===== config.mk =====
export PLATFORM = sky130hd
export DESIGN_NAME = assert_reporter
export DESIGN_NICKNAME = d
export VERILOG_FILES = /design/src/rtl/assert_reporter_pkg.sv /design/src/rtl/assert_reporter_popcount.sv /design/src/rtl/assert_reporter.sv
export SDC_FILE = /design/constraint.sdc
export NUM_CORES = 1
export LEC_CHECK = 0
export ABC_AREA = 1
export BUFFER_PORTS_ARGS = -buffer_cell sky130_fd_sc_hd__clkbuf_2
export CORE_ASPECT_RATIO = 2
export CORE_MARGIN = 3
export CORE_UTILIZATION = 55
export CTS_BUF_LIST = sky130_fd_sc_hd__clkbuf_8
export DETAILED_ROUTE_END_ITERATION = 16
export PLACE_DENSITY = 0.79
export SLEW_MARGIN = 20
export SYNTH_ARGS = -nofsm -noshare
export SYNTH_HDL_FRONTEND = slang
export SYNTH_SLANG_ARGS = --single-unit

===== constraint.sdc =====
create_clock -name clk -period 5.5 [get_ports clk]
set_clock_uncertainty 0.15 [all_clocks]
set_input_delay 1.1 -clock clk [delete_from_list [all_inputs] [get_ports clk]]
set_output_delay 1.1 -clock clk [all_outputs]
set_load 0.03 [all_outputs]

===== src/rtl/assert_reporter_pkg.sv =====
// Shared types and helpers for the assertion reporter: FSM encoding and saturating add.
package assert_reporter_pkg;

    localparam int STATE_W = 2;
    localparam logic [STATE_W-1:0] ENC_RUN     = 2'd0;
    localparam logic [STATE_W-1:0] ENC_DRAIN   = 2'd1;
    localparam logic [STATE_W-1:0] ENC_STOPPED = 2'd2;

    typedef enum logic [STATE_W-1:0] {
        ST_RUN     = ENC_RUN,
        ST_DRAIN   = ENC_DRAIN,
        ST_STOPPED = ENC_STOPPED
    } state_e;

    // One spare bit holds the carry, so an overflow clamps to max_val instead of wrapping.
    function automatic logic [31:0] sat_add(input logic [31:0] a,
                                            input logic [31:0] b,
                                            input logic [31:0] max_val);
        logic [32:0] sum;
        sum = {1'b0, a} + {1'b0, b};
        return (sum > {1'b0, max_val}) ? max_val : sum[31:0];
    endfunction

endpackage


===== src/rtl/assert_reporter_popcount.sv =====
// Combinational population count of a W-bit vector (module assert_popcount).
module assert_popcount
    import assert_reporter_pkg::*;
#(
    parameter int W = 8
) (
    input  logic [W-1:0]             vec_i,
    output logic [$clog2(W+1)-1:0]   count_o
);
    localparam int OW = $clog2(W + 1);

    always_comb begin
        count_o = '0;
        for (int i = 0; i < W; i++) begin
            count_o = count_o + OW'(vec_i[i]);
        end
    end

endmodule


===== src/rtl/assert_reporter.sv =====
// Assertion error/warning accounting: holdoff gating, saturating counts, first-error capture, stop FSM.
// Optional: define ASSERT_STOP_ON_WARNING_EN to let accepted warnings start the stop sequence too.
module assert_reporter
    import assert_reporter_pkg::*;
#(
    parameter int N_ERR     = 8,
    parameter int N_WARN    = 8,
    parameter int CNT_W     = 16,
    parameter int HOLDOFF   = 4,
    parameter int DRAIN_CYC = 3
) (
    input  logic                                     clk,
    input  logic                                     reset_l,
    input  logic [N_ERR-1:0]                         err_vec,
    input  logic [N_WARN-1:0]                        warn_vec,
    input  logic                                     clear,
    output logic                                     message_on,
    output logic [CNT_W-1:0]                         error_count,
    output logic [CNT_W-1:0]                         warning_count,
    output logic                                     first_err_valid,
    output logic [((N_ERR > 1) ? $clog2(N_ERR) : 1)-1:0] first_err_idx,
    output logic                                     stop_req,
    output logic [STATE_W-1:0]                       state
);
    localparam int IDX_W  = (N_ERR > 1) ? $clog2(N_ERR) : 1;
    localparam int EPOP_W = $clog2(N_ERR + 1);
    localparam int WPOP_W = $clog2(N_WARN + 1);
    localparam int HOLD_W = (HOLDOFF > 0) ? $clog2(HOLDOFF + 1) : 1;
    localparam int DR_W   = (DRAIN_CYC > 0) ? $clog2(DRAIN_CYC + 1) : 1;
    localparam logic [HOLD_W-1:0] HOLD_INIT  = HOLD_W'(HOLDOFF);
    localparam logic [DR_W-1:0]   DRAIN_LOAD = DR_W'((DRAIN_CYC > 0) ? DRAIN_CYC - 1 : 0);
    localparam logic [32:0]       CNT_MAX    = (33'd1 << CNT_W) - 33'd1;

    logic [HOLD_W-1:0] hold_q, hold_d;
    logic              message_on_q, message_on_d;
    logic [CNT_W-1:0]  err_cnt_q, err_cnt_d, warn_cnt_q, warn_cnt_d;
    logic              first_valid_q, first_valid_d;
    logic [IDX_W-1:0]  first_idx_q, first_idx_d, low_idx;
    state_e            state_q, state_d;
    logic [DR_W-1:0]   drain_q, drain_d;

    logic [N_ERR-1:0]  err_acc;
    logic [N_WARN-1:0] warn_acc;
    logic [EPOP_W-1:0] err_pop;
    logic [WPOP_W-1:0] warn_pop;
    logic [31:0]       err_sum, warn_sum;
    logic              stop_trig;

    assign err_acc  = message_on_q ? err_vec  : '0;
    assign warn_acc = message_on_q ? warn_vec : '0;

    assert_popcount #(.W(N_ERR))  u_err_pop  (.vec_i(err_acc),  .count_o(err_pop));
    assert_popcount #(.W(N_WARN)) u_warn_pop (.vec_i(warn_acc), .count_o(warn_pop));

    // Clear replaces the old count as the base, so same-cycle events still land.
    assign err_sum  = sat_add(clear ? 32'd0 : 32'(err_cnt_q),  32'(err_pop),  CNT_MAX[31:0]);
    assign warn_sum = sat_add(clear ? 32'd0 : 32'(warn_cnt_q), 32'(warn_pop), CNT_MAX[31:0]);

`ifdef ASSERT_STOP_ON_WARNING_EN
    assign stop_trig = (|err_acc) | (|warn_acc);
`else
    assign stop_trig = |err_acc;
`endif

    always_comb begin
        low_idx = '0;
        for (int i = N_ERR - 1; i >= 0; i--) begin
            if (err_acc[i]) low_idx = IDX_W'(i);
        end
    end

    always_comb begin
        hold_d        = (hold_q != '0) ? hold_q - HOLD_W'(1) : hold_q;
        message_on_d  = message_on_q | (hold_q <= HOLD_W'(1));
        err_cnt_d     = err_sum[CNT_W-1:0];
        warn_cnt_d    = warn_sum[CNT_W-1:0];
        first_valid_d = first_valid_q & ~clear;
        first_idx_d   = clear ? '0 : first_idx_q;
        if ((|err_acc) && (clear || !first_valid_q)) begin
            first_valid_d = 1'b1;
            first_idx_d   = low_idx;
        end
    end

    always_ff @(posedge clk) begin
        if (!reset_l) begin
            hold_q        <= HOLD_INIT;
            message_on_q  <= 1'b0;
            err_cnt_q     <= '0;
            warn_cnt_q    <= '0;
            first_valid_q <= 1'b0;
            first_idx_q   <= '0;
        end else begin
            hold_q        <= hold_d;
            message_on_q  <= message_on_d;
            err_cnt_q     <= err_cnt_d;
            warn_cnt_q    <= warn_cnt_d;
            first_valid_q <= first_valid_d;
            first_idx_q   <= first_idx_d;
        end
    end

    // Stop FSM: state register
    always_ff @(posedge clk) begin
        if (!reset_l) begin
            state_q <= ST_RUN;
            drain_q <= '0;
        end else begin
            state_q <= state_d;
            drain_q <= drain_d;
        end
    end

    // Stop FSM: next state; DRAIN lasts DRAIN_CYC cycles, skipped entirely when zero
    always_comb begin
        state_d = state_q;
        drain_d = drain_q;
        case (state_q)
            ST_RUN: begin
                if (stop_trig) begin
                    state_d = (DRAIN_CYC == 0) ? ST_STOPPED : ST_DRAIN;
                    drain_d = DRAIN_LOAD;
                end
            end
            ST_DRAIN: begin
                if (drain_q == '0) state_d = ST_STOPPED;
                else               drain_d = drain_q - DR_W'(1);
            end
            ST_STOPPED: state_d = ST_STOPPED;
            default:    state_d = ST_RUN;
        endcase
    end

    // Stop FSM: outputs
    always_comb begin
        stop_req = (state_q == ST_STOPPED);
        state    = state_q;
    end

    assign message_on      = message_on_q;
    assign error_count     = err_cnt_q;
    assign warning_count   = warn_cnt_q;
    assign first_err_valid = first_valid_q;
    assign first_err_idx   = first_idx_q;

endmodule


==> results of run 1 <==
## layout make-up
type,count,area [µm²]
multi-input combinational,331,1960
clock buffer,7,96.3
sequential,44,881
clock inverter,1,30.0
fill,537,2080
inverter,91,347
tap,61,76.3
timing repair buffer,58,290
## metal layers
layer	routed length [µm]	GRT usage	part of all wire
met2	4090	0.421	0.55
met5	0	0	0
met3	350	0.0270	0.047
met1	2720	0.252	0.37
met4	278	0.133	0.037
## registers in the layout, summed over array words and instances (netlist names)
register         cells
state                2
message_on           1
warning_count       16
error_count         16
drain_q              2
hold_q               3
first_err_idx        3
first_err_valid      1
## synthesized netlist by cell type, drive strengths merged
library cell  count  area (µm²)
a21oi            31         174
a31oi             2        12.5
buf              10        88.8
clkbuf            3        11.3
dfxtp            44         881
fa               10         200
ha               22         275
inv              91         347
nand2           117         457
nand3            59         333
nand4             7        65.1
nor2             53         229
nor3              2        26.3
o211ai            1        7.51
o21ai            15        75.1
xnor2             8        70.1
xor2              4        35.0
## worst max-delay path: cells and delay by family
family	cells	cell delay, ns
and+or+nand+nor	7	0.86
buffers and inverters	4	0.30
adders and majority gates	6	2.65
## kinds of logic (layout without fill, tap and decap cells)
family,Yosys count,count (layout),synth area share
compound gates,49,49,0.0818
fa+ha+maj,32,32,0.145
simple gates,238,238,0.338
buf+inv,104,157,0.136
xor+xnor,12,12,0.0320
flops,44,44,0.268
## stage by stage
| stage | instance area, µm² | setup slack, ns | hold WS (ns) | util | total power, µW |
|---|---|---|---|---|---|
| floorplan | 3290 | 0.594 | 0.272 | - | 735 |
| global placement | 3550 | 0.330 | 0.297 | 0.617 | 820 |
| detailed placement | 3550 | 0.245 | 0.307 | 0.617 | 843 |
| CTS | 3680 | 0.567 | 0.318 | 0.639 | 1120 |
| global route | 3680 | 0.337 | 0.357 | 0.639 | 1200 |
| finish | 3680 | 0.572 | 0.314 | 0.639 | 1110 |
## power groups by stage
stage / Combinational (µW) / Clock [µW] / Sequential, µW
6_report: 444 / 277 / 388
3_5_place_dp: 447 / 0 / 396
5_1_grt: 510 / 293 / 394
2_1_floorplan: 301 / 0 / 435
3_3_place_gp: 425 / 0 / 395
4_1_cts: 448 / 281 / 389
## final timing paths
kind / endpoint / slack [ns]
max: error_count[15]$_SDFF_PN0_ / 0.57
min: hold_q[0]$_SDFFE_PN0P_ / 0.31
max reg2reg: error_count[15]$_SDFF_PN0_ / 0.73
min reg2reg: hold_q[0]$_SDFFE_PN0P_ / 0.31
==> reports/qor.yml, run 1 <==
setup_path:
  worst_path_most_repeated_cell: "fa_1"
  startpoint: "err_vec[1]"
  reg2reg_depth: 16
  cp_max_fo: 15
  crit_chain: "clkbuf_2 -> nand2_1 -> inv_1 -> ha_1 -> inv_1 -> fa_1 -> fa_1 -> fa_1 -> inv_1 -> fa_1 -> fa_1 -> nand3_1 -> nand2_1 -> nand4_4 -> nand2_1 -> nor2_1 -> nor2_1"
  cp.required_ns: 5.52
  cp-start-kind: "input pin"
  worstSetupEndpointType: "flip-flop"
  cp_slowest_cell: "fa_1"
  slowest_delay_ns: 0.52
  crit_type: "in -> reg"
  cp_data_arrival_time_ns: 4.94
  worstReg2RegStart: "message_on$_SDFF_PN0_"
yosys:
  syn-mean-instance-area_um2: 6.86
  synth.distinct_cells: 31
  syn_nets: 530
  syn_area_um2: 3290
  ys_seq_elements: 44
  syn_inst: 479
  yosysSeqAreaShare: 0.268
  yosys_warnings: 0
power:
  p_seq_frac: 0.350
  switchingPower_uw: 438
  swShare: 0.395
  p_per_area_nw_per_um2: 301
  clock_power_share: 0.250
  ir_drop_uv: 219
  leakage_uw: 0.00200
  pwr-share-comb: 0.400
  p_int_uw: 671
final_layout:
  num-nets-final: 582
  drive_gt1_frac: 0.175
  mostFrequentLayoutCells: "nand2_1, inv_1, clkbuf_2"
  antenna_cells: 0
  layout.cells.non_filler: 593
  final_common_cell: "nand2_1"
  syn_to_final_growth_pct: 12.0
grt:
  antenna_found_initial: 0
  track_usage: 0.235
  grt_pass1_vias: 3061
  grt_pass1_wl_mm: 12.8
  grt_max_degree: 39
  grt.overflow.total: 0
clock_tree:
  cts_hold_buf: 0
  clk_latency_ns: 0.31
  cts_sinks: 44
  cts_tree: "built"
  clk_path_buf_depth: 2
  clockRootBuffer: "clkbuf_8"
  cts_buffers: 5
  cts_setup_buffers: 0
  clkTransAtPathRegs_ns: 0.09
  cts_max_level: 2
  cts_resized: 0
placement:
  routabilityCongestion: 0.893
  dp_hpwl_mm: 5.82
  portBuffers: 58
  place_inst: 585
sta:
  finalSetupTns_ns: 0
  hold_viol: 0
  clock.fmax_ghz: 0.203
  finalMaxSlewViolations: 0
  relSlewSlack: 0.379
  rsz0062_at_grt: "no"
  fin_crit_ns: 4.93
  finalSetupViolCount: 0
  period_share: 0.896
  tightest_slew_ns: 0.930
hold_path:
  min_path_type: "reg -> reg"
  worst_hold_startpoint: "hold_q[0]$_SDFFE_PN0P_"
  holdPathStages: 1
floorplanning:
  die_h_um: 115
  die_w_um: 60.7
  placeableCoreArea_um2: 5760
  rows: 39
  die_area_um2: 7000
  initial_core_util: 0.571
  pin_count: 59
routing:
  wl_per_cell_um: 12.5
  vias: 3151
  drt-vias-per-instance: 5.31
  ant_nets: 0
  route.detailed.drc: 0
  wirelength_mm: 7.44
  drtPass1Iterations: 4
  drt_iter0_drc: 179
flow_run:
  cap_violations: 0
status:
  outcome: "finished clean"
No activity file was read; power rests on OpenSTA's default activity.
==> run 2, diff against run 1 <==
- clock period: 5.5 -> 4.99 ns (I/O delays scaled with it)
==> run 2 against run 1 <==
Effect of this change:
- sequential cell count unchanged
- core utilization increased by 2.0 points
- clock power increased by 13%
- count of clock-buffer cells in the layout unchanged
- first-iteration DRC count increased by 12%
- critical path type unchanged
- largest cell class unchanged
- largest power group unchanged
==> reports/qor.yml, run 2 (synthesis gave the netlist of run 1 again) <==
placement:
  portBuffers: 58  # unchanged
  dp_hpwl_mm: 6.15  # was 5.82 mm
  routabilityCongestion: 0.917  # was 0.893
  place_inst: 596  # was 585
  dpl_cell_area_um2: 3640  # was 3550 µm²
setup_path:
  crit_type: "in -> reg"  # unchanged
  cp_slowest_cell: "fa_1"  # unchanged
  cp_max_fo: 7  # was 15
  crit_buf_inv: 5  # was 4
  cp_data_arrival_time_ns: 4.82  # was 4.94 ns
  cp_top_family: "adder cells"  # unchanged
  startpoint: "warn_vec[0]"  # was err_vec[1]
  cp.required_ns: 5.06  # was 5.52 ns
  worstReg2RegStart: "message_on$_SDFF_PN0_"  # unchanged
  worst_path_most_repeated_cell: "fa_1"  # unchanged
  worstSetupEndpointType: "flip-flop"  # unchanged
  crit_chain: "clkbuf_2 -> nand2_1 -> inv_1 -> ha_1 -> inv_1 -> fa_1 -> fa_1 -> inv_1 -> fa_1 -> fa_1 -> fa_1 -> nand3_1 -> nand2_1 -> nand2_2 -> nor2_2 -> nand2_2 -> nand3_1 -> nand2_1 -> inv_1"  # was clkbuf_2 -> nand2_1 -> inv_1 -> ha_1 -> inv_1 -> fa_1 -> fa_1 -> fa_1 -> inv_1 -> fa_1 -> fa_1 -> nand3_1 -> nand2_1 -> nand4_4 -> nand2_1 -> nor2_1 -> nor2_1
  slowest_delay_ns: 0.55  # was 0.52 ns
  cp-start-kind: "input pin"  # unchanged
sta:
  finalSetupViolCount: 0  # unchanged
  rsz0062_at_grt: "no"  # unchanged
  tightest_slew_ns: 0.910  # was 0.930 ns
  clock.fmax_ghz: 0.211
  relSlewSlack: 0.392  # was 0.379
  hold_viol: 0  # unchanged
  period_share: 0.951
  finalSetupTns_ns: 0  # unchanged
  fin_crit_ns: 4.75
  finalMaxSlewViolations: 0  # unchanged
grt:
  grt.overflow.total: 0  # unchanged
  grt_pass1_vias: 3195  # was 3061
  antenna_found_initial: 0  # unchanged
  grt_pass1_wl_mm: 13.3  # was 12.8 mm
  grt_busiest_layer: "met2"  # unchanged
  met1_usage: 0.239  # was 0.252
  track_usage: 0.246  # was 0.235
  grt_use_met3: 0.0461  # was 0.0270
  grt_max_degree: 39  # unchanged
  grt_use_met2: 0.449  # was 0.421
routing:
  ant_nets: 0  # unchanged
  vias: 3269  # was 3151
  wl_per_cell_um: 13.0  # was 12.5 µm
  wirelength_mm: 7.86  # was 7.44 mm
  drt_iter0_drc: 201  # was 179
  drtPass1Iterations: 4  # unchanged
  route.detailed.drc: 0  # unchanged
  drt-vias-per-instance: 5.39  # was 5.31
final_layout:
  mostFrequentLayoutCells: "nand2_1, inv_1, clkbuf_2"  # unchanged
  antenna_cells: 0  # unchanged
  design_area_um2: 3790  # was 3680 µm²
  layout.cells.non_filler: 607  # was 593
  num-nets-final: 596  # was 582
  drive_gt1_frac: 0.198  # was 0.175
  syn_to_final_growth_pct: 15.4  # was 12.0%
  final_common_cell: "nand2_1"  # unchanged
floorplanning:
  initial_core_util: 0.571  # unchanged
  die_h_um: 115  # unchanged
  rows: 39  # unchanged
  die_w_um: 60.7  # unchanged
  die_area_um2: 7000  # unchanged
  placeableCoreArea_um2: 5760  # unchanged
  pin_count: 59  # unchanged
clock_tree:
  cts_hold_buf: 0  # unchanged
  cts_tree: "built"  # unchanged
  clk_latency_ns: 0.32  # was 0.31 ns
  clockRootBuffer: "clkbuf_8"  # unchanged
  cts_sinks: 44  # unchanged
  cts_buffers: 5  # unchanged
  clkTransAtPathRegs_ns: 0.09  # about the same
  clk_path_buf_depth: 2  # unchanged
  cts_max_level: 2  # unchanged
power:
  ir_drop_uv: 262  # was 219 µV
  p_per_area_nw_per_um2: 327  # was 301 nW/µm²
  leakage_uw: 0.00207  # was 0.00200 µW
hold_path:
  min_path_type: "reg -> reg"  # unchanged
  worst_hold_startpoint: "hold_q[0]$_SDFFE_PN0P_"  # unchanged
status:
  outcome: "finished clean"  # unchanged
flow_run:
  cap_violations: 0  # unchanged
-- run 2: changes by cell type in the layout (fill, tap and decap cells not counted) --
cell | previous run | this run
nand2_2 | 4 | 5
buf_4 | 0 | 13
nand2_1 | 112 | 111
nand4_2 | 1 | 2
-- run 2: path summary, 6_finish.rpt --
check	to	slack, ns	cells after the start
setup / recovery	warning_count[13]$_SDFF_PN0_	0.24	19
hold reg to reg	hold_q[0]$_SDFFE_PN0P_	0.31	1
hold / removal	hold_q[0]$_SDFFE_PN0P_	0.31	1
setup reg to reg	error_count[3]$_SDFF_PN0_	0.43	15
-- run 2: per-stage QoR --
stage	power [µW]	hold slack (ns)	worst slack, ns	util
CTS	1260	0.314	0.175	0.653
floorplan	810	0.272	0.186	-
global route	1340	0.333	0.00446	0.659
detailed placement	941	0.299	-0.147	0.631
finish	1240	0.310	0.244	0.659
global placement	913	0.287	-0.0216	0.631
-- run 2: layer usage --
layer / part of all wire / vias to the layer above
met5: 0 / -
met1: 0.35 / 1491
met3: 0.042 / 42
met2: 0.55 / 106
met4: 0.055 / 0
li1: - / 1630
-- run 2: timing repair --
item | CTS | global route
resized for setup | 0 | 1
setup buffers | 0 | 2
setup endpoints to repair | 0 | 6
-- run 2: cell type report --
| type | instances | area, µm² |
|---|---|---|
| Sequential cell | 44 | 881 |
| Clock buffer | 7 | 96.3 |
| Timing Repair Buffer | 71 | 388 |
| Fill cell | 535 | 1970 |
| Tap cell | 61 | 76.3 |
| Inverter | 91 | 347 |
| Clock inverter | 1 | 30.0 |
| Multi-Input combinational cell | 332 | 1970 |
-- run 2: power breakdown --
group	switching, µW	internal (µW)
clock network	136	177
registers	30.1	396
logic	326	177
==> run 3, diff against run 2 <==
- ABC_AREA: 1 -> unset
- PLACE_DENSITY: 0.79 -> 0.8
==> run 3 against run 2 <==
Effect of this change:
- sequential share of layout area rose by 1.7 points
- sequential power rose by 2%
- setup slack got worse by 0.16 ns
- power fell by 1.5%
- combinational power rose by 10%
- first-iteration DRC count fell by 36%
- wire length fell by 13%
- cell count fell by 20%
- synthesized cell count fell by 27%
- highest routed layer unchanged
==> reports/qor.yml, run 3 <==
sta:
  period_share: 0.983  # was 0.951
  finalMaxSlewViolations: 0  # unchanged
  clock.fmax_ghz: 0.204  # was 0.211 GHz
  relSlewSlack: 0.348  # was 0.392
  hold_viol: 0  # unchanged
  fin_crit_ns: 4.91  # was 4.75 ns
  rsz0062_at_grt: "yes"  # was no
  finalSetupViolCount: 0  # unchanged
  tightest_slew_ns: 0.977  # was 0.910 ns
routing:
  drt-vias-per-instance: 5.66  # was 5.39
  drtPass1Iterations: 5  # was 4
  drt_iter0_drc: 129  # was 201
  ant_nets: 0  # unchanged
  route.detailed.drc: 0  # unchanged
  vias: 2747  # was 3269
  wl_per_cell_um: 14.1  # was 13.0 µm
  wirelength_mm: 6.86  # was 7.86 mm
yosys:
  synth_edf_count: 0  # unchanged
  async_flop_share: 0  # unchanged
  yosys_warnings: 0  # unchanged
  synth_most_common_cell: "dfxtp_1"  # was nand2_1
  syn-mean-instance-area_um2: 8.34  # was 6.86 µm²
  ys.flop_type: "dfxtp_1"  # unchanged
  ys_seq_elements: 44  # unchanged
  ys_top_cells_by_area: "dfxtp_1, ha_1, fa_1, nor2_1, nor2b_1"  # was dfxtp_1, nand2_1, inv_1, ha_1, nand3_1
  syn_nets: 402  # was 530
  synth.distinct_cells: 54  # was 31
  synth_top_area_share: 0.301  # was 0.268
  yosys.area.top_type: "dfxtp_1"  # unchanged
  syn_inst: 351  # was 479
  yosysSeqAreaShare: 0.301  # was 0.268
  synthTopCellsByCount: "dfxtp_1, nor2_1, inv_1, nand2_1"  # was nand2_1, inv_1, nand3_1
  syn_area_um2: 2930  # was 3290 µm²
setup_path:
  slowest_delay_ns: 0.54  # was 0.55 ns
  crit_chain: "clkbuf_2 -> nand2_1 -> inv_1 -> ha_1 -> inv_1 -> fa_1 -> fa_1 -> fa_2 -> inv_2 -> fa_1 -> fa_2 -> a211oi_2 -> nor4_4 -> and3_1 -> buf_4 -> nor2_1 -> nor2_1"  # was clkbuf_2 -> nand2_1 -> inv_1 -> ha_1 -> inv_1 -> fa_1 -> fa_1 -> inv_1 -> fa_1 -> fa_1 -> fa_1 -> nand3_1 -> nand2_1 -> nand2_2 -> nor2_2 -> nand2_2 -> nand3_1 -> nand2_1 -> inv_1
  cp_data_arrival_time_ns: 4.91  # was 4.82 ns
  cp-start-kind: "input pin"  # unchanged
  cp_slowest_cell: "fa_1"  # unchanged
  worstSetupEndpointType: "flip-flop"  # unchanged
  cp.required_ns: 5.00  # was 5.06 ns
  cp_max_fo: 4  # was 7
  crit_type: "in -> reg"  # unchanged
  worst_path_most_repeated_cell: "fa_1"  # unchanged
power:
  p_seq_frac: 0.354  # was 0.343
  swShare: 0.405  # was 0.396
  switchingPower_uw: 496  # was 492 µW
  finalPower_uw: 1220  # was 1240 µW
  p_int_uw: 728  # was 750 µW
  pwr-share-comb: 0.453  # was 0.405
  ir_drop_uv: 271  # was 262 µV
  leakage_uw: 0.00163  # was 0.00207 µW
  clock_power_share: 0.193  # was 0.252
  p_per_area_nw_per_um2: 346  # was 327 nW/µm²
clock_tree:
  clkTransAtPathRegs_ns: 0.09  # about the same
  clockRootBuffer: "clkbuf_8"  # unchanged
  clk_latency_ns: 0.30  # was 0.32 ns
  cts_buffers: 5  # unchanged
  cts_hold_buf: 0  # unchanged
  cts_tree: "built"  # unchanged
  cts_max_level: 2  # unchanged
  clk_path_buf_depth: 2  # unchanged
  cts_sinks: 44  # unchanged
final_layout:
  mostFrequentLayoutCells: "clkbuf_2, dfxtp_1, nor2_1"  # was nand2_1, inv_1, clkbuf_2
  drive_gt1_frac: 0.258  # was 0.198
  syn_to_final_growth_pct: 20.9  # was 15.4%
  antenna_cells: 0  # unchanged
  design_area_um2: 3540  # was 3790 µm²
  final_common_cell: "clkbuf_2"  # was nand2_1
  nFillCells: 432  # was 535
  num-nets-final: 477  # was 596
grt:
  grt.overflow.total: 0  # unchanged
  antenna_found_initial: 0  # unchanged
  track_usage: 0.222  # was 0.246
  grt_pass1_wl_mm: 11.0  # was 13.3 mm
  grt_pass1_vias: 2628  # was 3195
  grt_max_degree: 31  # was 39
placement:
  portBuffers: 58  # unchanged
  routabilityCongestion: 0.816  # was 0.917
  dpl_cell_area_um2: 3420  # was 3640 µm²
  dp_hpwl_mm: 5.18  # was 6.15 mm
floorplanning:
  die_area_um2: 6290  # was 7000 µm²
  die_w_um: 57.6  # was 60.7 µm
  placeableCoreArea_um2: 5140  # was 5760 µm²
  rows: 37  # was 39
  die_h_um: 109  # was 115 µm
  initial_core_util: 0.570  # was 0.571
  pin_count: 59  # unchanged
status:
  outcome: "finished clean"  # unchanged
hold_path:
  min_path_type: "reg -> reg"  # unchanged
flow_run:
  cap_violations: 0  # unchanged
[run 3: logic make-up (layout without fill, tap and decap cells)]
kind of cell / Yosys count / count (layout) / share of synthesized area
and+or+nand+nor: 145 / 145 / 0.261
AOI/OAI and AO/OA: 70 / 70 / 0.157
DFF: 44 / 44 / 0.301
buffers and inverters: 40 / 116 / 0.0569
adders and majority gates: 32 / 32 / 0.162
xor gates and xnor gates: 17 / 17 / 0.0509
muxes: 3 / 3 / 0.0107
[run 3: what timing repair did]
action / in CTS / in global routing
buffers inserted: 0 / 1
endpoints found under the setup margin: 0 / 7
gates resized for setup: 0 / 3
[run 3: final timing paths]
check	startpoint	endpoint	slack (ns)	cells past startpoint
max	err_vec[0]	error_count[1]$_SDFF_PN0_	0.08	17
min	first_err_idx[2]$_SDFFE_PN0P_	first_err_idx[2]$_SDFFE_PN0P_	0.32	2
max reg2reg	message_on$_SDFF_PN0_	error_count[1]$_SDFF_PN0_	0.27	17
min reg2reg	first_err_idx[2]$_SDFFE_PN0P_	first_err_idx[2]$_SDFFE_PN0P_	0.32	2
[run 3: power by group through the flow]
stage | sequential, µW | combinational, µW | clock, µW
after global placement | 440 | 538 | 0
final | 434 | 554 | 236
after global routing | 441 | 629 | 258
after floorplan | 496 | 362 | 0
after CTS | 434 | 563 | 241
after detailed placement | 442 | 560 | 0
[run 3: area by class of cell]
cell class / count / area, µm² / share of cell area
Multi-Input combinational cell: 267 / 1920 / 0.543
Sequential cell: 44 / 881 / 0.249
Clock buffer: 6 / 82.6 / 0.0233
Tap cell: 58 / 72.6 / 0.0205
Timing Repair Buffer: 82 / 470 / 0.133
Clock inverter: 2 / 11.3 / 0.00318
Inverter: 26 / 97.6 / 0.0276
[run 3: metal layers]
layer | track usage | share of wire | up-vias
met3 | 0.0284 | 0.037 | 14
met5 | 0 | 0 | -
met4 | 0.116 | 0.023 | 0
met2 | 0.416 | 0.54 | 74
li1 | - | - | 1364
met1 | 0.231 | 0.40 | 1295
[run 3: stage by stage]
step / hold WS [ns] / setup WS [ns] / setup TNS (ns) / utilization / std cells
2_1_floorplan: 0.290 / -0.0106 / -0.0106 / - / 351
3_3_place_gp: 0.290 / -0.131 / -1.05 / 0.665 / 476
3_5_place_dp: 0.306 / -0.208 / -1.93 / 0.665 / 476
4_1_cts: 0.319 / 0.114 / 0 / 0.683 / 484
5_1_grt: 0.345 / -0.0345 / -0.0917 / 0.689 / 485
6_report: 0.318 / 0.0848 / 0 / 0.689 / 485
[run 3: critical path, delay by kind of cell]
kind	cells	cell delay [ns]
adder cells (fa/ha/maj)	6	2.49
AND/OR/NAND/NOR	5	0.60
buffers and inverters	5	0.43
AO/OA/AOI/OAI	1	0.38
